[src/rtl/axi_read_arbiter_if.sv]
// axi_read_arbiter_if: requester-side and AXI read-side signals of the two-port
// read arbiter, bundled so the arbiter and its environment share one definition.
//
// Handshake semantics used throughout this interface:
// - A transfer happens on a rising clk edge where both valid and ready are 1.
// - Once a source raises valid, it holds valid and its payload until that edge.
// - req_ready is a one-cycle, one-hot accept pulse. It may depend on req_valid
//   in the same cycle.
// - m_axi_arvalid and m_axi_rready never depend on the ready or valid input of
//   the same channel.
interface axi_read_arbiter_if #(
  parameter int ID_WIDTH   = 13,
  parameter int ADDR_WIDTH = 64,
  parameter int DATA_WIDTH = 64
);
  // Requester side: bit/slice 0 = instruction fetcher, 1 = data/memory stage.
  logic [1:0]              req_valid;
  logic [2*ADDR_WIDTH-1:0] req_addr;
  logic [15:0]             req_len;
  logic [1:0]              req_ready;
  logic [DATA_WIDTH-1:0]   resp_data;
  logic [1:0]              resp_valid;
  logic                    resp_last;
  logic                    resp_err;

  // AXI read-address channel.
  logic [ID_WIDTH-1:0]     m_axi_arid;
  logic [ADDR_WIDTH-1:0]   m_axi_araddr;
  logic [7:0]              m_axi_arlen;
  logic                    m_axi_arvalid;
  logic                    m_axi_arready;

  // AXI read-data channel.
  logic [ID_WIDTH-1:0]     m_axi_rid;
  logic [DATA_WIDTH-1:0]   m_axi_rdata;
  logic [1:0]              m_axi_rresp;
  logic                    m_axi_rlast;
  logic                    m_axi_rvalid;
  logic                    m_axi_rready;

  // Arbiter's view.
  modport master (
    input  req_valid, req_addr, req_len,
    output req_ready, resp_data, resp_valid, resp_last, resp_err,
    output m_axi_arid, m_axi_araddr, m_axi_arlen, m_axi_arvalid,
    input  m_axi_arready,
    input  m_axi_rid, m_axi_rdata, m_axi_rresp, m_axi_rlast, m_axi_rvalid,
    output m_axi_rready
  );

  // Environment's view: the requesters and the AXI slave.
  modport slave (
    output req_valid, req_addr, req_len,
    input  req_ready, resp_data, resp_valid, resp_last, resp_err,
    input  m_axi_arid, m_axi_araddr, m_axi_arlen, m_axi_arvalid,
    output m_axi_arready,
    output m_axi_rid, m_axi_rdata, m_axi_rresp, m_axi_rlast, m_axi_rvalid,
    input  m_axi_rready
  );
endinterface

[src/rtl/axi_read_arbiter.sv]
// axi_read_arbiter: shares one AXI4 read master between an instruction fetcher
// (requester 0) and a data/memory stage (requester 1). At most one burst is
// outstanding at a time.
// FSM: IDLE -> ADDR -> DATA -> IDLE, with at least one IDLE cycle between bursts.
// Optional macro ARB_RR_EN selects round-robin tie breaking. When it is
// undefined, requester 1 wins every tie.
// state_dbg exposes the FSM state: 0 = IDLE, 1 = ADDR, 2 = DATA.
module axi_read_arbiter #(
  parameter int ID_WIDTH   = 13,
  parameter int ADDR_WIDTH = 64,
  parameter int DATA_WIDTH = 64
) (
  input  logic               clk,
  input  logic               reset,
  axi_read_arbiter_if.master bus,
  output logic [1:0]         state_dbg
);

  typedef enum logic [1:0] {
    ST_IDLE = 2'd0,
    ST_ADDR = 2'd1,
    ST_DATA = 2'd2
  } state_t;

  state_t                state_q;
  state_t                state_d;

  // Burst context latched at grant time. Later changes on req_* are ignored.
  logic [ADDR_WIDTH-1:0] addr_q;
  logic [7:0]            len_q;
  logic                  owner_q;
  logic [8:0]            beat_cnt_q;

  logic                  any_req;
  logic                  winner;
  logic                  accept;
  logic                  ar_fire;
  logic                  beat;
  logic                  in_data;
  logic                  count_bad;
  logic [ID_WIDTH-1:0]   cur_id;
  logic [DATA_WIDTH-1:0] rdata_w;

  // rresp[0] separates OKAY from EXOKAY. Neither value is an error here.
  logic                  unused_rresp0;
  assign unused_rresp0 = bus.m_axi_rresp[0];

`ifdef ARB_RR_EN
  // Requester that received the most recent grant. Reset value 1 makes the
  // first tie after reset go to requester 0.
  logic                  last_grant_q;
`endif

  assign state_dbg = state_q;
  assign in_data   = (state_q == ST_DATA);
  assign any_req   = |bus.req_valid;
  assign accept    = (state_q == ST_IDLE) && any_req;
  assign ar_fire   = (state_q == ST_ADDR) && bus.m_axi_arready;
  assign beat      = in_data && bus.m_axi_rvalid;
  assign cur_id    = ID_WIDTH'(owner_q);
  assign rdata_w   = bus.m_axi_rdata;

  // The counter holds the number of beats already taken before the current
  // beat. "Count including this beat != len+1" is therefore the same test as
  // beat_cnt_q != len.
  assign count_bad = (beat_cnt_q != {1'b0, len_q});

  // Winner selection. A lone requester always wins; ties use the configured policy.
  always_comb begin
    winner = 1'b0;
    case (bus.req_valid)
      2'b01:   winner = 1'b0;
      2'b10:   winner = 1'b1;
`ifdef ARB_RR_EN
      2'b11:   winner = ~last_grant_q;
`else
      2'b11:   winner = 1'b1;
`endif
      default: winner = 1'b0;
    endcase
  end

  // State register. Reset abandons any burst in flight.
  always_ff @(posedge clk or negedge reset) begin
    if (!reset) begin
      state_q <= ST_IDLE;
    end else begin
      state_q <= state_d;
    end
  end

  // Next-state logic.
  always_comb begin
    state_d = state_q;
    case (state_q)
      ST_IDLE: if (any_req) state_d = ST_ADDR;
      ST_ADDR: if (bus.m_axi_arready) state_d = ST_DATA;
      ST_DATA: if (bus.m_axi_rvalid && bus.m_axi_rlast) state_d = ST_IDLE;
      default: state_d = ST_IDLE;
    endcase
  end

  // Latch the winning request's address, length and owner when it is granted.
  always_ff @(posedge clk or negedge reset) begin
    if (!reset) begin
      addr_q  <= '0;
      len_q   <= '0;
      owner_q <= 1'b0;
    end else if (accept) begin
      owner_q <= winner;
      if (winner) begin
        addr_q <= bus.req_addr[2*ADDR_WIDTH-1:ADDR_WIDTH];
        len_q  <= bus.req_len[15:8];
      end else begin
        addr_q <= bus.req_addr[ADDR_WIDTH-1:0];
        len_q  <= bus.req_len[7:0];
      end
    end
  end

  // Beat counter: cleared when the address is accepted, then advanced once per beat.
  always_ff @(posedge clk or negedge reset) begin
    if (!reset) begin
      beat_cnt_q <= '0;
    end else if (ar_fire) begin
      beat_cnt_q <= '0;
    end else if (beat) begin
      beat_cnt_q <= beat_cnt_q + 9'd1;
    end
  end

`ifdef ARB_RR_EN
  // Record every grant so the next tie goes to the other requester.
  always_ff @(posedge clk or negedge reset) begin
    if (!reset) begin
      last_grant_q <= 1'b1;
    end else if (accept) begin
      last_grant_q <= winner;
    end
  end
`endif

  // Outputs are decoded from state and the latched context.
  // - req_ready is also gated by reset, so no accept pulse can appear while reset is asserted.
  // - The R channel passes straight through to the owning requester, but only in DATA.
  always_comb begin
    bus.req_ready     = 2'b00;
    bus.m_axi_arvalid = 1'b0;
    bus.m_axi_araddr  = addr_q;
    bus.m_axi_arlen   = len_q;
    bus.m_axi_arid    = cur_id;
    bus.m_axi_rready  = 1'b0;
    bus.resp_data     = rdata_w;
    bus.resp_valid    = 2'b00;
    bus.resp_last     = 1'b0;
    bus.resp_err      = 1'b0;
    case (state_q)
      ST_IDLE: begin
        if (any_req && reset) begin
          bus.req_ready = winner ? 2'b10 : 2'b01;
        end
      end
      ST_ADDR: begin
        bus.m_axi_arvalid = 1'b1;
      end
      ST_DATA: begin
        bus.m_axi_rready = 1'b1;
        if (bus.m_axi_rvalid) begin
          bus.resp_valid = owner_q ? 2'b10 : 2'b01;
          bus.resp_last  = bus.m_axi_rlast;
          bus.resp_err   = bus.m_axi_rresp[1]
                         || (bus.m_axi_rid != cur_id)
                         || (bus.m_axi_rlast && count_bad);
        end
      end
      default: begin
        bus.req_ready = 2'b00;
      end
    endcase
  end

endmodule

[src/flat_wrapper.sv]
// flat-port wrapper written by rule: the top's interface ports become plain ports
module axi_read_arbiter_flat 
#(
  parameter int ID_WIDTH   = 13,
  parameter int ADDR_WIDTH = 64,
  parameter int DATA_WIDTH = 64
)
  (clk, reset, state_dbg, bus_req_valid, bus_req_addr, bus_req_len, bus_req_ready, bus_resp_data, bus_resp_valid, bus_resp_last, bus_resp_err, bus_m_axi_arid, bus_m_axi_araddr, bus_m_axi_arlen, bus_m_axi_arvalid, bus_m_axi_arready, bus_m_axi_rid, bus_m_axi_rdata, bus_m_axi_rresp, bus_m_axi_rlast, bus_m_axi_rvalid, bus_m_axi_rready);
  axi_read_arbiter_if #(.ID_WIDTH(ID_WIDTH), .ADDR_WIDTH(ADDR_WIDTH), .DATA_WIDTH(DATA_WIDTH)) bus_i ();
  input  logic clk;
  input  logic reset;
  output logic [1:0] state_dbg;
  input wire logic [$bits(bus_i.req_valid)-1:0] bus_req_valid;
  input wire logic [$bits(bus_i.req_addr)-1:0] bus_req_addr;
  input wire logic [$bits(bus_i.req_len)-1:0] bus_req_len;
  output wire logic [$bits(bus_i.req_ready)-1:0] bus_req_ready;
  output wire logic [$bits(bus_i.resp_data)-1:0] bus_resp_data;
  output wire logic [$bits(bus_i.resp_valid)-1:0] bus_resp_valid;
  output wire logic [$bits(bus_i.resp_last)-1:0] bus_resp_last;
  output wire logic [$bits(bus_i.resp_err)-1:0] bus_resp_err;
  output wire logic [$bits(bus_i.m_axi_arid)-1:0] bus_m_axi_arid;
  output wire logic [$bits(bus_i.m_axi_araddr)-1:0] bus_m_axi_araddr;
  output wire logic [$bits(bus_i.m_axi_arlen)-1:0] bus_m_axi_arlen;
  output wire logic [$bits(bus_i.m_axi_arvalid)-1:0] bus_m_axi_arvalid;
  input wire logic [$bits(bus_i.m_axi_arready)-1:0] bus_m_axi_arready;
  input wire logic [$bits(bus_i.m_axi_rid)-1:0] bus_m_axi_rid;
  input wire logic [$bits(bus_i.m_axi_rdata)-1:0] bus_m_axi_rdata;
  input wire logic [$bits(bus_i.m_axi_rresp)-1:0] bus_m_axi_rresp;
  input wire logic [$bits(bus_i.m_axi_rlast)-1:0] bus_m_axi_rlast;
  input wire logic [$bits(bus_i.m_axi_rvalid)-1:0] bus_m_axi_rvalid;
  output wire logic [$bits(bus_i.m_axi_rready)-1:0] bus_m_axi_rready;
  assign bus_i.req_valid = bus_req_valid;
  assign bus_i.req_addr = bus_req_addr;
  assign bus_i.req_len = bus_req_len;
  assign bus_req_ready = bus_i.req_ready;
  assign bus_resp_data = bus_i.resp_data;
  assign bus_resp_valid = bus_i.resp_valid;
  assign bus_resp_last = bus_i.resp_last;
  assign bus_resp_err = bus_i.resp_err;
  assign bus_m_axi_arid = bus_i.m_axi_arid;
  assign bus_m_axi_araddr = bus_i.m_axi_araddr;
  assign bus_m_axi_arlen = bus_i.m_axi_arlen;
  assign bus_m_axi_arvalid = bus_i.m_axi_arvalid;
  assign bus_i.m_axi_arready = bus_m_axi_arready;
  assign bus_i.m_axi_rid = bus_m_axi_rid;
  assign bus_i.m_axi_rdata = bus_m_axi_rdata;
  assign bus_i.m_axi_rresp = bus_m_axi_rresp;
  assign bus_i.m_axi_rlast = bus_m_axi_rlast;
  assign bus_i.m_axi_rvalid = bus_m_axi_rvalid;
  assign bus_m_axi_rready = bus_i.m_axi_rready;
  axi_read_arbiter #(.ID_WIDTH(ID_WIDTH), .ADDR_WIDTH(ADDR_WIDTH), .DATA_WIDTH(DATA_WIDTH)) u_core (.clk(clk), .reset(reset), .bus(bus_i), .state_dbg(state_dbg));
endmodule
[config.mk]
export PLATFORM = sky130hd
export DESIGN_NAME = axi_read_arbiter_flat
export DESIGN_NICKNAME = d
export VERILOG_FILES = /design/src/rtl/axi_read_arbiter_if.sv /design/src/rtl/axi_read_arbiter.sv /design/src/flat_wrapper.sv
export SDC_FILE = /design/constraint.sdc
export NUM_CORES = 1
export LEC_CHECK = 0
export BUFFER_PORTS_ARGS = -buffer_cell sky130_fd_sc_hd__buf_4
export CAP_MARGIN = 20
export CORE_AREA = 2 2 150 152
export DETAILED_ROUTE_END_ITERATION = 8
export DIE_AREA = 0 0 152 154
export GPL_TIMING_DRIVEN = 0
export HOLD_SLACK_MARGIN = 0.1
export PLACE_DENSITY = 0.55
export SYNTH_ARGS = -nofsm -noshare
export SYNTH_HDL_FRONTEND = slang
export SYNTH_SLANG_ARGS = --single-unit
[constraint.sdc]
create_clock -name clk -period 1.8 [get_ports clk]
set_input_delay 0.36 -clock clk [delete_from_list [all_inputs] [get_ports clk]]
set_output_delay 0.36 -clock clk [all_outputs]
set_load 0.1 [all_outputs]
Word level (Yosys, flattened, before mapping):

Index checks and enable logic that the tools add are counted.

* equal/unequal tests: 9
* reduce and logical (&&, ||, !) cells: 13
* muxes and demuxes: 21
* $add $sub $neg: 1

Operators by type and width (number)
* $mux 64: 1
* $mux 2: 9
* $mux 9: 2
* $ne 13x1->1: 1
* $add 9x1->9 const B: 1
* $ne 9x8->1: 1
* $mux 8: 1
* $mux 1: 7
* $eq 2x2->1 const B: 3
* $logic_and 1x1->1: 6
* $pmux 2 s3: 1
* $ne 2x2->1 const B: 2
* $reduce_or 2->1: 2
* $reduce_and 3->1: 1
* $eq 2x1->1 const B: 1
* $logic_not 2->1: 1
* $logic_or 1x1->1: 2
* $ne 2x1->1 const B: 1
* $reduce_bool 2->1: 1

* flip-flop bits (word level): 84
* output and inout port bits: 159
* word-level logic and storage cells: 49
* bits of input ports: 230

Longest topological paths before layout:

* depth in word-level cells: 6
* depth in mapped cells: 6
* depth with buffers taken out: 5

Worst setup path after synthesis:

Ideal clock, no wire load.

* path type: register to output
* from: reg u_core.state_q[1] (netlist: u_core.state_dbg[1])
* to: out bus_resp_err
* required time: 1.440 ns
* slack: -2.097 ns
* arrival time: 3.537 ns
* cell stages (with the launch flop): 4
* path buffers: 0
* cells stage by stage: dfrtp_1 > and2b_1 > nand2_2 > a21oi_1

* cells in the longest elaborated chain, start to end: 2

Ends and longest elaborated chain
* start, declared: RTL line axi_read_arbiter.sv:25 `state_t state_q;`
* start signal, assigned: RTL line axi_read_arbiter.sv:88 `state_q <= state_d;`
* $eq 2x2->1: RTL line axi_read_arbiter.sv:157 `case (state_q)`
* $mux 1: RTL line axi_read_arbiter.sv:157
* end, declared: RTL line flat_wrapper.sv:20 `output wire logic [$bits(bus_i.resp_err)-1:0] bus_resp_err;`

No other way between the ends.

Final worst setup path:

* from: reg u_core.len_q[7] (netlist: u_core.bus.m_axi_arlen[7])
* to: out bus_resp_err

* cells in the longest elaborated chain, start to end: 5

Ends and longest elaborated chain
* start, declared: RTL line axi_read_arbiter.sv:30 `logic [7:0] len_q;`
* start signal, assigned: RTL line axi_read_arbiter.sv:113 `len_q <= bus.req_len[15:8];`
* start signal, assigned: RTL line axi_read_arbiter.sv:116 `len_q <= bus.req_len[7:0];`
* $ne 9x8->1: RTL line axi_read_arbiter.sv:66 `assign count_bad = (beat_cnt_q != {1'b0, len_q});`
* $logic_and 1x1->1: RTL line axi_read_arbiter.sv:173 `|| (bus.m_axi_rlast && count_bad);`
* $logic_or 1x1->1: RTL line axi_read_arbiter.sv:173
* $mux 1: RTL line axi_read_arbiter.sv:168 `if (bus.m_axi_rvalid) begin`
* $mux 1: RTL line axi_read_arbiter.sv:157

No other way between the ends.

==> results.sh <==
export IMPL_met2_usage_pct=25.3
export IMPL_htreeDepth=3
export IMPL_viasPerCell=4.08
export IMPL_hold_class="in -> async"
export IMPL_numCtsBuffers=9
export IMPL_antenna_cells=0
export IMPL_worstSetupPathType="reg -> out"
export IMPL_vias=4552
export IMPL_drive_gt1_share_pct=57.9
export IMPL_grt_ovfl_total=0
export IMPL_routed_wirelength_microns=17000
export IMPL_grt_max_degree=49
export IMPL_cts_tree="yes"
export IMPL_die_h_microns=154
export IMPL_dp_cells=1076
export IMPL_track_usage_pct=14.0
export IMPL_outcome="finished with violations"
export IMPL_worstRegToRegCells=7
export IMPL_syn_to_final_growth_pct=75.7
export IMPL_fin_crit_sh_pct=119
export IMPL_multi_input_area_sq_um=1950
export IMPL_yosys_warnings=0
export IMPL_fillers=2249
export IMPL_ir_drop_uv=1030
export IMPL_p_per_area_nw_per_um2=2090
export IMPL_r2r_slack_ps=100
export IMPL_cp_slowest_cell="dfrtp_2"
export IMPL_syn_area_per_cell_sq_um=9.78
export IMPL_p_switching_mw=10.5
export IMPL_max_freq_ghz=0.467
export IMPL_start_util_pct=21.4
export IMPL_r2r_start="u_core.state_dbg[0]"
export IMPL_cts_sinks=84
export IMPL_clk_latency_ps=340
export IMPL_critPathMaxFanout=2
export IMPL_yosysTopAreaCellShare_pct=45.3
export IMPL_syn_cell_area_sq_um=4640
export IMPL_yosysSeqAreaShare_pct=45.3
export IMPL_cp_arrival_ps=1780
export IMPL_fin_cells=1116
export IMPL_synth_area_leaders="dfrtp_1 45%, mux2i_1 16%, buf_4 13%, a21oi_1 8.0%, nor2_1 6.4%"
export IMPL_synth_top_area_cell="dfrtp_1"
export IMPL_skew_ps=5.13
export IMPL_whs_ps=-31.5
export IMPL_setup_ws_ps=-339
export IMPL_place_ws_ps=-366
export IMPL_violations="negative hold slack, negative setup slack"
export IMPL_io_pin_count=389
export IMPL_die_area_sq_um=23400
export IMPL_crit_start="u_core.bus.m_axi_arlen[7]"
export IMPL_grt_pass1_vias=4596
export IMPL_gr_max_usage_layer="met2"
export IMPL_cpPeakStageDelay_ps=470
export IMPL_clk_path_buf_depth=2
export IMPL_port_buffers=310
export IMPL_fp_row_count=54
export IMPL_wl_per_cell_microns=15.2
export IMPL_ant_nets=0
export IMPL_timing_critical_path_to="bus_resp_err"
export IMPL_drt_iter0_markers=159
export IMPL_core_region_area_sq_um=21700
export IMPL_drc_errors=0
export IMPL_clk_pin_slew_ps=70
export IMPL_switching_share_pct=61.6
export IMPL_die_w_microns=152
export IMPL_ys_seq_elements=84
export IMPL_max_cap_violations=0
export IMPL_gp_congestion=0.746
export IMPL_first_pass_iters=4
export IMPL_met1_usage_pct=15.9
export IMPL_seqPwrFrac_pct=19.8
export IMPL_globalRouteMet3Util_pct=4.71
export IMPL_crit_chain="xnor2_2 > nand3_2 > o41ai_4 > a21oi_4 > buf_12"
export IMPL_holdBufCountCts=3
export IMPL_p_comb_share_pct=69.6
export IMPL_post_route_min_period_ps=2140
export IMPL_cts_root_buf="clkbuf_16"
export IMPL_grt_first_pass_wirelength_microns=25900
export IMPL_worst_setup_path_start_kind="flop"
export IMPL_finalSetupViolations=6
export IMPL_r2r_end="u_core.bus.m_axi_araddr[23]"
export IMPL_yosysUniqueCellTypes=35
export IMPL_timing_final_hold_violations=39
export IMPL_nets=1062
export IMPL_power_leakage_nw=4.14
export IMPL_antenna_found_initial=0
export IMPL_seq_area_sq_um=2120
export IMPL_clkPwrFrac_pct=10.6
export IMPL_critPathRequiredTime_ps=1440
export IMPL_slew_viol_final=0
export IMPL_hpwl_microns=13300
export IMPL_power_internal_mw=6.53
export IMPL_critPathCaptureType="primary output"
export IMPL_syn_inst=474
export IMPL_rsz0062_at_grt="true"
## critical path, delay by kind of cell (launching register included)
kind / cells / cell delay [ps]
flops: 1 / 470
xor+xnor: 1 / 170
simple gates: 1 / 110
buf+inv: 1 / 180
compound gates: 2 / 490
## per-stage QoR
step / utilization, % / setup TNS, ps / power (mW) / hold slack, ps / cell area (sq um)
after floorplan: - / -871 / 12.0 / 64.4 / 4740
after global placement: 34.2 / -1310 / 14.7 / 507 / 7420
after detailed placement: 34.3 / -898 / 14.8 / 382 / 7440
after CTS: 37.3 / -877 / 17.1 / -34.4 / 8080
after global routing: 37.6 / -1200 / 17.8 / -23.6 / 8150
final: 37.6 / -747 / 17.0 / -31.5 / 8150
## area by class of cell
type / instances / area share (%)
well taps: 280 / 4.30
flip-flops and latches: 84 / 26.0
clock inverters: 7 / 0.706
multi-input cells: 296 / 23.9
clock buffers: 9 / 2.76
inverters: 2 / 0.0921
repair buffers: 336 / 33.1
plain buffers: 102 / 9.12
## synthesized netlist by cell type, drive strengths merged
cell and n:
o41ai 1, o21a 1, ha 1, a21oi 74, and3b 2, nor2b 1, nand4 3, and2b 1
nor4 4, nand2 11, conb 1, o31ai 1, dfrtp 84, nand4b 1, xnor2 11, and2 3
a21o 1, and3 1, inv 2, nor2 80, mux2i 72, o211ai 1, nor3 1, xor2 3
clkbuf 1, nand3 5, or3 2, o21ai 2, buf 102, a22o 1
## layer usage
layer	vias to the layer above	wire length [microns]
met1	2091	6380
met3	14	1490
li1	2223	-
met4	0	213
met2	224	8910
met5	-	0
## power groups by stage
| stage | Clock, mW | Combinational [mW] | Sequential [mW] |
|---|---|---|---|
| after floorplan | 0 | 2.85 | 9.17 |
| after global placement | 0 | 11.3 | 3.39 |
| after detailed placement | 0 | 11.4 | 3.41 |
| after CTS | 1.89 | 11.8 | 3.37 |
| after global routing | 1.95 | 12.3 | 3.49 |
| final | 1.81 | 11.8 | 3.37 |
## flip-flops by register name, summed over array words and instances (netlist names)
signal,cells
u_core.bus.m_axi_araddr,64
u_core.beat_cnt_q,9
u_core.bus.m_axi_arlen,8
u_core.state_dbg,2
u_core.owner_q,1
## cell usage in the layout, fill, tap and decap left out, types with 3 or more instances in the layout
cell type and count:
a21oi_1 73, dfrtp_1 74, nand4_1 3, nor2_1 77, conb_1 12, clkbuf_16 9, buf_6 9, nand3_1 4
xor2_1 3, dfrtp_2 8, buf_12 10, buf_4 400, nand2_1 10, mux2i_1 72, inv_6 5, xnor2_1 10
buf_2 14
## what timing repair did
| action | 4_1_cts | 5_1_grt |
|---|---|---|
| pin swaps | 7 | 6 |
| hold endpoints to repair | 38 | 46 |
| setup buffers | 18 | 6 |
| endpoints found under the setup margin | 7 | 18 |
| gates cloned | 0 | 0 |
| gates resized for setup | 42 | 18 |
## how the worst min path moves through the flow
stage | to | cells past startpoint | startpoint
after floorplan | u_core.beat_cnt_q[0] | 0 | reset
after global placement | u_core.bus.m_axi_araddr[49] | 2 | u_core.bus.m_axi_araddr[49]
after detailed placement | u_core.beat_cnt_q[1] | 1 | reset
after CTS | u_core.beat_cnt_q[0] | 2 | reset
after global routing | u_core.state_dbg[1] | 2 | reset
final | u_core.state_dbg[1] | 2 | reset
## logic make-up (layout without fill, tap and decap cells)
| group | after synthesis | count (layout) | share of synthesized area [%] |
|---|---|---|---|
| AND/OR/NAND/NOR | 115 | 115 | 11.1 |
| buffers and inverters | 105 | 456 | 15.6 |
| flip-flops | 84 | 84 | 45.3 |
| AO/OA/AOI/OAI | 82 | 82 | 9.44 |
| multiplexers | 72 | 72 | 15.5 |
| XOR/XNOR | 14 | 14 | 2.64 |
| adder cells (fa/ha/maj) | 1 | 1 | 0.270 |
| other | 1 | 12 | 0.0809 |
Note: power is estimated with default switching activity, not from simulation.
